File: src/rtl/bin_to_bcd_seq.sv
// rtl/bin_to_bcd_seq.sv - sequential double-dabble binary-to-BCD converter with start/busy/done handshake
module bin_to_bcd_seq #(
  parameter int BIN_WIDTH = 14
) (
  input  logic                 clk_i,
  input  logic                 rst_i,
  input  logic [BIN_WIDTH-1:0] bin_i,
  input  logic                 start_i,
  output logic                 busy_o,
  output logic                 done_o,
  output logic                 overflow_o,
  output logic [3:0]           ones_o,
  output logic [3:0]           tens_o,
  output logic [3:0]           hundreds_o,
  output logic [3:0]           thousands_o
);

  typedef enum logic [1:0] {
    IDLE  = 2'd0,
    SHIFT = 2'd1,
    DONE  = 2'd2
  } state_t;

  state_t               state_q, state_d;
  logic [BIN_WIDTH-1:0] bin_q, bin_d;
  logic [15:0]          scratch_q, scratch_d;
  logic [4:0]           cnt_q, cnt_d;
  logic                 ovf_pend_q, ovf_pend_d;
  logic [15:0]          digits_q, digits_d;
  logic                 overflow_q, overflow_d;

  logic [15:0]          adj;
  logic [BIN_WIDTH+15:0] shifted;

  // Add-3 correction per nibble; a nibble <= 9 becomes <= 12, so no carry crosses nibbles.
  always_comb begin
    adj = scratch_q;
    for (int i = 0; i < 4; i++) begin
      if (scratch_q[4*i +: 4] >= 4'd5) begin
        adj[4*i +: 4] = scratch_q[4*i +: 4] + 4'd3;
      end
    end
    shifted = {adj, bin_q} << 1;
  end

  // Next-state logic: load on accepted start, shift one bit per cycle, publish digits on the last shift.
  always_comb begin
    state_d    = state_q;
    bin_d      = bin_q;
    scratch_d  = scratch_q;
    cnt_d      = cnt_q;
    ovf_pend_d = ovf_pend_q;
    digits_d   = digits_q;
    overflow_d = overflow_q;
    case (state_q)
      IDLE: begin
        if (start_i) begin
          bin_d      = bin_i;
          scratch_d  = 16'd0;
          cnt_d      = 5'(BIN_WIDTH);
          ovf_pend_d = (32'(bin_i) > 32'd9999);
          state_d    = SHIFT;
        end
      end
      SHIFT: begin
        scratch_d = shifted[BIN_WIDTH+15:BIN_WIDTH];
        bin_d     = shifted[BIN_WIDTH-1:0];
        cnt_d     = cnt_q - 5'd1;
        if (cnt_q == 5'd1) begin
          // Digits update atomically so they are valid during the DONE cycle.
          digits_d   = ovf_pend_q ? 16'h9999 : shifted[BIN_WIDTH+15:BIN_WIDTH];
          overflow_d = ovf_pend_q;
          state_d    = DONE;
        end
      end
      DONE: begin
        state_d = IDLE;
      end
      default: begin
        state_d = IDLE;
      end
    endcase
  end

  // State and datapath registers with synchronous reset.
  always_ff @(posedge clk_i) begin
    if (rst_i) begin
      state_q    <= IDLE;
      bin_q      <= '0;
      scratch_q  <= 16'd0;
      cnt_q      <= 5'd0;
      ovf_pend_q <= 1'b0;
      digits_q   <= 16'd0;
      overflow_q <= 1'b0;
    end else begin
      state_q    <= state_d;
      bin_q      <= bin_d;
      scratch_q  <= scratch_d;
      cnt_q      <= cnt_d;
      ovf_pend_q <= ovf_pend_d;
      digits_q   <= digits_d;
      overflow_q <= overflow_d;
    end
  end

  assign busy_o      = (state_q != IDLE);
  assign done_o      = (state_q == DONE);
  assign overflow_o  = overflow_q;
  assign thousands_o = digits_q[15:12];
  assign hundreds_o  = digits_q[11:8];
  assign tens_o      = digits_q[7:4];
  assign ones_o      = digits_q[3:0];

endmodule

File: config.mk
export PLATFORM = sky130hd
export DESIGN_NAME = bin_to_bcd_seq
export DESIGN_NICKNAME = d
export VERILOG_FILES = /design/src/rtl/bin_to_bcd_seq.sv
export SDC_FILE = /design/constraint.sdc
export NUM_CORES = 1
export LEC_CHECK = 0
export BUFFER_PORTS_ARGS = -buffer_cell sky130_fd_sc_hd__buf_4
export CORE_MARGIN = 2
export CORE_UTILIZATION = 45
export DETAILED_ROUTE_END_ITERATION = 10
export PLACE_DENSITY = 0.65
export SLEW_MARGIN = 25
export SYNTH_ARGS = -nofsm -noshare
export SYNTH_HDL_FRONTEND = slang
export SYNTH_SLANG_ARGS = --single-unit
export TNS_END_PERCENT = 50
File: constraint.sdc
create_clock -name clk_i -period 2.1 [get_ports clk_i]
set_clock_uncertainty 0.05 [all_clocks]
set_input_delay 0 -clock clk_i [delete_from_list [all_inputs] [get_ports clk_i]]
set_output_delay 0 -clock clk_i [all_outputs]
set_load 0.05 [all_outputs]
# --- Yosys cells after proc, flatten, opt, wreduce, memory -nomap -nowiden ---
# Index checks and enable logic that the tools add are counted.
word_totals:
  inputBits: 17
  ff_bits: 55
  out_inout_bits: 19
  elab_cells: 43
op_classes:
  muxes: 14
  n_lt_le_gt_ge: 5
  addsub: 5
  reduce_logical: 7
  eq_ne: 5
op_table:
  columns: ["cell", "n"]
  rows:
  - ["16-bit two-way mux", 2]
  - ["16-bit one-hot mux with 2 select lines", 1]
  - ["14-bit one-hot mux with 2 select lines", 1]
  - ["4-bit by 3-bit greater-or-equal comparator with 1-bit output, second input constant", 4]
  - ["14-bit > comparator, second input constant", 1]
  - ["14-bit two-way mux", 1]
  - ["4-bit by 2-bit adder with 4-bit output, second input constant", 3]
  - ["4-bit two-way mux", 3]
  - ["5-bit one-hot mux with 2 select lines", 1]
  - ["2-bit AND reduction", 4]
  - ["5-bit by 1-bit equality test with 1-bit output, second input constant", 1]
  - ["5-bit two-way mux", 1]
  - ["5-bit by 1-bit subtractor with 5-bit output, second input constant", 1]
  - ["2-bit two-way mux", 2]
  - ["2-bit inequality test, second input constant", 2]
  - ["2-bit one-hot mux with 2 select lines", 1]
  - ["2-bit nonzero test", 2]
  - ["3-bit by 2-bit adder with 3-bit output, second input constant", 1]
  - ["3-bit two-way mux", 1]
  - ["2-bit by 1-bit equality test with 1-bit output, second input constant", 1]
  - ["2-bit equality test, second input constant", 1]
  - ["2-bit zero test", 1]

# --- Longest topological paths before layout ---
depth:
  depth_word: 3
  ltp_mapped: 7
  mapped_depth_nobuf: 6

# --- Least setup slack after synthesis ---
# Ideal clock, no wire load.
synth_timing:
  kind: "register to register"
  from: "register cnt_q[0]"
  to: "register digits_q[10]"
  period_less_slack_ns: 1.784
  path_stages_with_launch: 6
  setup_slack_ns: 0.316
  required_ns: 1.933
  setup_ns: 0.117
  n_path_buf: 1
  t_arrival_ns: 1.617
  cell_sequence: "dfxtp_1 ha_1 or4b_4 or2_4 buf_6 a32o_1"
synth_via:
  elab_chain_len: 2
synth_lines:
  columns: ["item", "line_no", "text"]
  rows:
  - ["start: declaration", "27", "logic [4:0] cnt_q, cnt_d;"]
  - ["start signal: assignment", "99", "cnt_q <= cnt_d;"]
  - ["5-bit by 1-bit equality test with 1-bit output", "69", "if (cnt_q == 5'd1) begin"]
  - ["2-bit AND reduction (no source line)", null, null]
  - ["end signal: assignment", "101", "digits_q <= digits_d;"]
  - ["end: declaration", "29", "logic [15:0] digits_q, digits_d;"]
# No other way between the ends.
# A chain may end at the register's enable or synchronous reset.

# --- Worst setup path after layout ---
layout_timing:
  from: "register cnt_q[0]"
  to: "register digits_q[9]"
# The elaborated chain is that of the path after synthesis.

==> run_results.csv <==
group,metric,value,unit
sta,setup_violations,0,
placement,post-dp-hpwl,3752,um
power_and_ir_drop,p_sw_share,27.07,%
final_layout,final_area,2970,um2
global_routing,grt_max_degree,22,
sta,relSlewSlack,37.05,%
power_and_ir_drop,power.internal,1.416,mW
global_routing,grt_pass1_wl,9370,um
die,core_area,5140,um2
logic_synthesis,async_reset_ff_share,0,%
job,max_cap_violations,0,
sta,rsz0062_at_grt,"false",
final_layout,fill_cells,490,
placement,dpl_cell_area,2736,um2
critical_path,critPathArrivalTime,2.14,ns
die,die_area,5933,um2
global_routing,grtUsageTotal,19.91,%
critical_path,slowest_delay,0.49,ns
sta,drv_slew,0,
die,start_util,46.69,%
final_layout,area_growth,23.77,%
cts,cts_resized,0,
status,outcome,"finished clean",
global_routing,grt_pass1_vias,1899,
sta,tightest_slew,0.9408,ns
critical_path,path_class,"flop to flop",
final_layout,diodes,0,
placement,place_congestion,0.7658,
cts,cts_tree,"built",
logic_synthesis,synth_flop_cell,"dfxtp_1",
drt,wl,5594,um
die,die_y,77.03,um
placement,io_buffers,35,
cts,clock_path_buffers,2,
cts,insertion_delay,0.32,ns
critical_path,worstPathCellList,"ha_1, or4b_4, or2_4, nor3_4, a32o_1",
power_and_ir_drop,netSwitchingPower,525.6,uW
logic_synthesis,yosysTopAreaCell,"dfxtp_1",
die,rows,26,
drt,drt_pass1_iterations,4,
final_layout,drive_gt1_share,18.47,%
critical_path,crit-reg2reg-launch,"cnt_q[0]",
drt,wl_per_cell,14.57,um
cts,clkSlewWorstSetupHoldPaths,0.10,ns
logic_synthesis,synth_cells,264,
sta,period_share,91.67,%
logic_synthesis,synth_area,2400,um2
critical_path,r2r_slack,0.17,ns
critical_path,critPathBufInv,0,
worst_hold_path,min_path_cells,5,
critical_path,worstRegToRegCells,5,
logic_synthesis,syn-mean-instance-area,9.090,um2
cts,cts_htree_levels,2,
drt,drc,0,
cts,cts_setup_buffers,0,
drt,via_per_inst,5.419,
critical_path,setup.worst_path.end_class,"flop",
power_and_ir_drop,p_comb_share,13.3,%
logic_synthesis,ys_seq_area_share,45.88,%
logic_synthesis,synth_edf_count,0,
critical_path,crit_path_start_kind,"flop",
power_and_ir_drop,clockPowerShare,29.6,%
logic_synthesis,yosysWarningCount,0,
critical_path,required,2.31,ns
critical_path,r2r-end,"digits_q[9]",
drt,first_iter_violations,149,
final_layout,multi_input_area,1195,um2
power_and_ir_drop,seqPwrFrac,57.1,%
die,die_x,77.03,um
cts,clkSinkCount,55,
drt,via_count,2081,
cts,clockRootBuffer,"clkbuf_8",
logic_synthesis,yosysUniqueCellTypes,36,
final_layout,final_net_count,340,
critical_path,crit_fanout,13,
sta,fin_tns_setup,0,ns
sta,hold_violations,0,
logic_synthesis,synth_top_area_share,45.88,%
worst_hold_path,min_to,"bin_q[0]",
final_layout,regArea,1101,um2
power_and_ir_drop,p_per_area,653.6,nW/um2
die,io_pins,36,
critical_path,crit_family,"simple AND/OR/NAND/NOR gates",
placement,place.detailed.instances,361,
logic_synthesis,synthTopCellsByArea,"dfxtp_1 (46%), a21oi_1 (6.0%), ha_1 (5.2%)",
worst_hold_path,hp-start,"start_i",
global_routing,grt-ovfl-total,0,
worst_hold_path,min_path_type,"input pin to flop",
power_and_ir_drop,ir_drop,0.3714,mV
logic_synthesis,synthesis.nets,291,
cts,postCtsHoldBufs,15,
sta,fmax,519.4,MHz
sta,finalCriticalPeriod,1.925,ns
global_routing,antenna_found_initial,0,
logic_synthesis,yosys_register_bits,55,
final_layout,layoutNonFillerInstCount,384,
critical_path,crit_slowest_cell,"or4b_4",
power_and_ir_drop,leakagePower,1.146,nW
cts,cts_made_buffers,5,
drt,ant_nets,0,
-- registers in the layout, summed over array words and instances (netlist names) --
signal and flops:
digits_q 16, scratch_q 16, bin_q 14, cnt_q 5, state_q 2, overflow_o 1
ovf_pend_q 1
-- cell usage in the layout (no fill, tap or decap), drive strengths merged, types with 5 or more instances in the layout --
master,count
o21ai,8
buf,41
nand3,9
dlygate4sd3,15
a22o,7
nor3,6
nand2b,5
a32o,7
clkbuf,5
a311oi,5
ha,10
dfxtp,55
nor2,23
a21oi,29
a211oi,6
nor3b,8
nand2,23
inv,11
a22oi,13
-- worst min-delay path: cells and delay by family --
family | cells | cell delay [ns]
compound gates | 1 | 0.05
buf+inv | 2 | 0.31
simple gates | 2 | 0.24
-- metrics by stage --
| step | setup WS [ns] | hold WS [ns] | util, % | total power, mW |
|---|---|---|---|---|
| 2_1_floorplan | 0.3157 | 0.08601 | - | 1.280 |
| 3_3_place_gp | 0.2445 | 0.2210 | 53.24 | 1.365 |
| 3_5_place_dp | 0.2044 | 0.2158 | 53.24 | 1.365 |
| 4_1_cts | 0.1695 | 0.2859 | 57.79 | 1.951 |
| 5_1_grt | 0.02822 | 0.3158 | 57.79 | 2.030 |
| 6_report | 0.1749 | 0.2829 | 57.79 | 1.941 |
-- synthesized netlist by cell type (2+ instances only) --
master,instances
clkbuf_1,11
nor4_1,2
a311oi_1,5
o21a_1,4
ha_1,10
nand2_1,23
mux2i_1,4
a211oi_1,6
xnor2_1,4
a22oi_1,13
a32o_1,7
a22o_1,7
nor3_1,5
nor2_1,22
nand2b_1,5
a21oi_1,29
dfxtp_1,55
nor3b_1,8
inv_1,11
o21ai_0,8
nand3_1,9
nor2b_1,2
-- per-layer routing --
layer / GRT usage [%] / share of wire, % / vias to the layer above
met2: 29.30 / 44 / 36
met5: 0 / 0 / -
met4: 5.893 / 1.3 / 0
met3: 4.235 / 3.9 / 6
li1: - / - / 1049
met1: 29.32 / 51 / 990
-- power by group through the flow --
stage,logic [mW],registers [mW],clock network [mW]
5_1_grt,0.287,1.11,0.629
3_3_place_gp,0.233,1.13,0
2_1_floorplan,0.142,1.14,0
4_1_cts,0.256,1.11,0.586
6_report,0.258,1.11,0.575
3_5_place_dp,0.233,1.13,0
-- cells by family after synthesis --
| kind of cell | Yosys count | synth area share (%) |
|---|---|---|
| and+or+nand+nor | 83 | 17.57 |
| AOI/OAI and AO/OA | 81 | 23.20 |
| DFF | 55 | 45.88 |
| buffers and inverters | 26 | 4.536 |
| adders and majority gates | 10 | 5.214 |
| muxes | 5 | 2.138 |
| xor gates and xnor gates | 4 | 1.460 |
-- layout make-up --
class	instances	share of cell area [%]
timing repair buffer	56	15.42
inverter	12	1.516
multi-input combinational	183	40.23
clock inverter	3	0.5055
tap	70	2.949
clock buffer	5	2.317
sequential	55	37.07
-- worst max-delay path by stage --
stage / from / endpoint / slack, ns / cells past startpoint
after floorplan: cnt_q[0] / digits_q[10] / 0.32 / 5
after global placement: cnt_q[0] / digits_q[5] / 0.24 / 5
after detailed placement: cnt_q[0] / digits_q[5] / 0.20 / 5
after CTS: cnt_q[0] / digits_q[5] / 0.17 / 5
after global routing: cnt_q[0] / digits_q[11] / 0.03 / 5
final: cnt_q[0] / digits_q[9] / 0.17 / 5
Note: power is estimated with default switching activity, not from simulation.
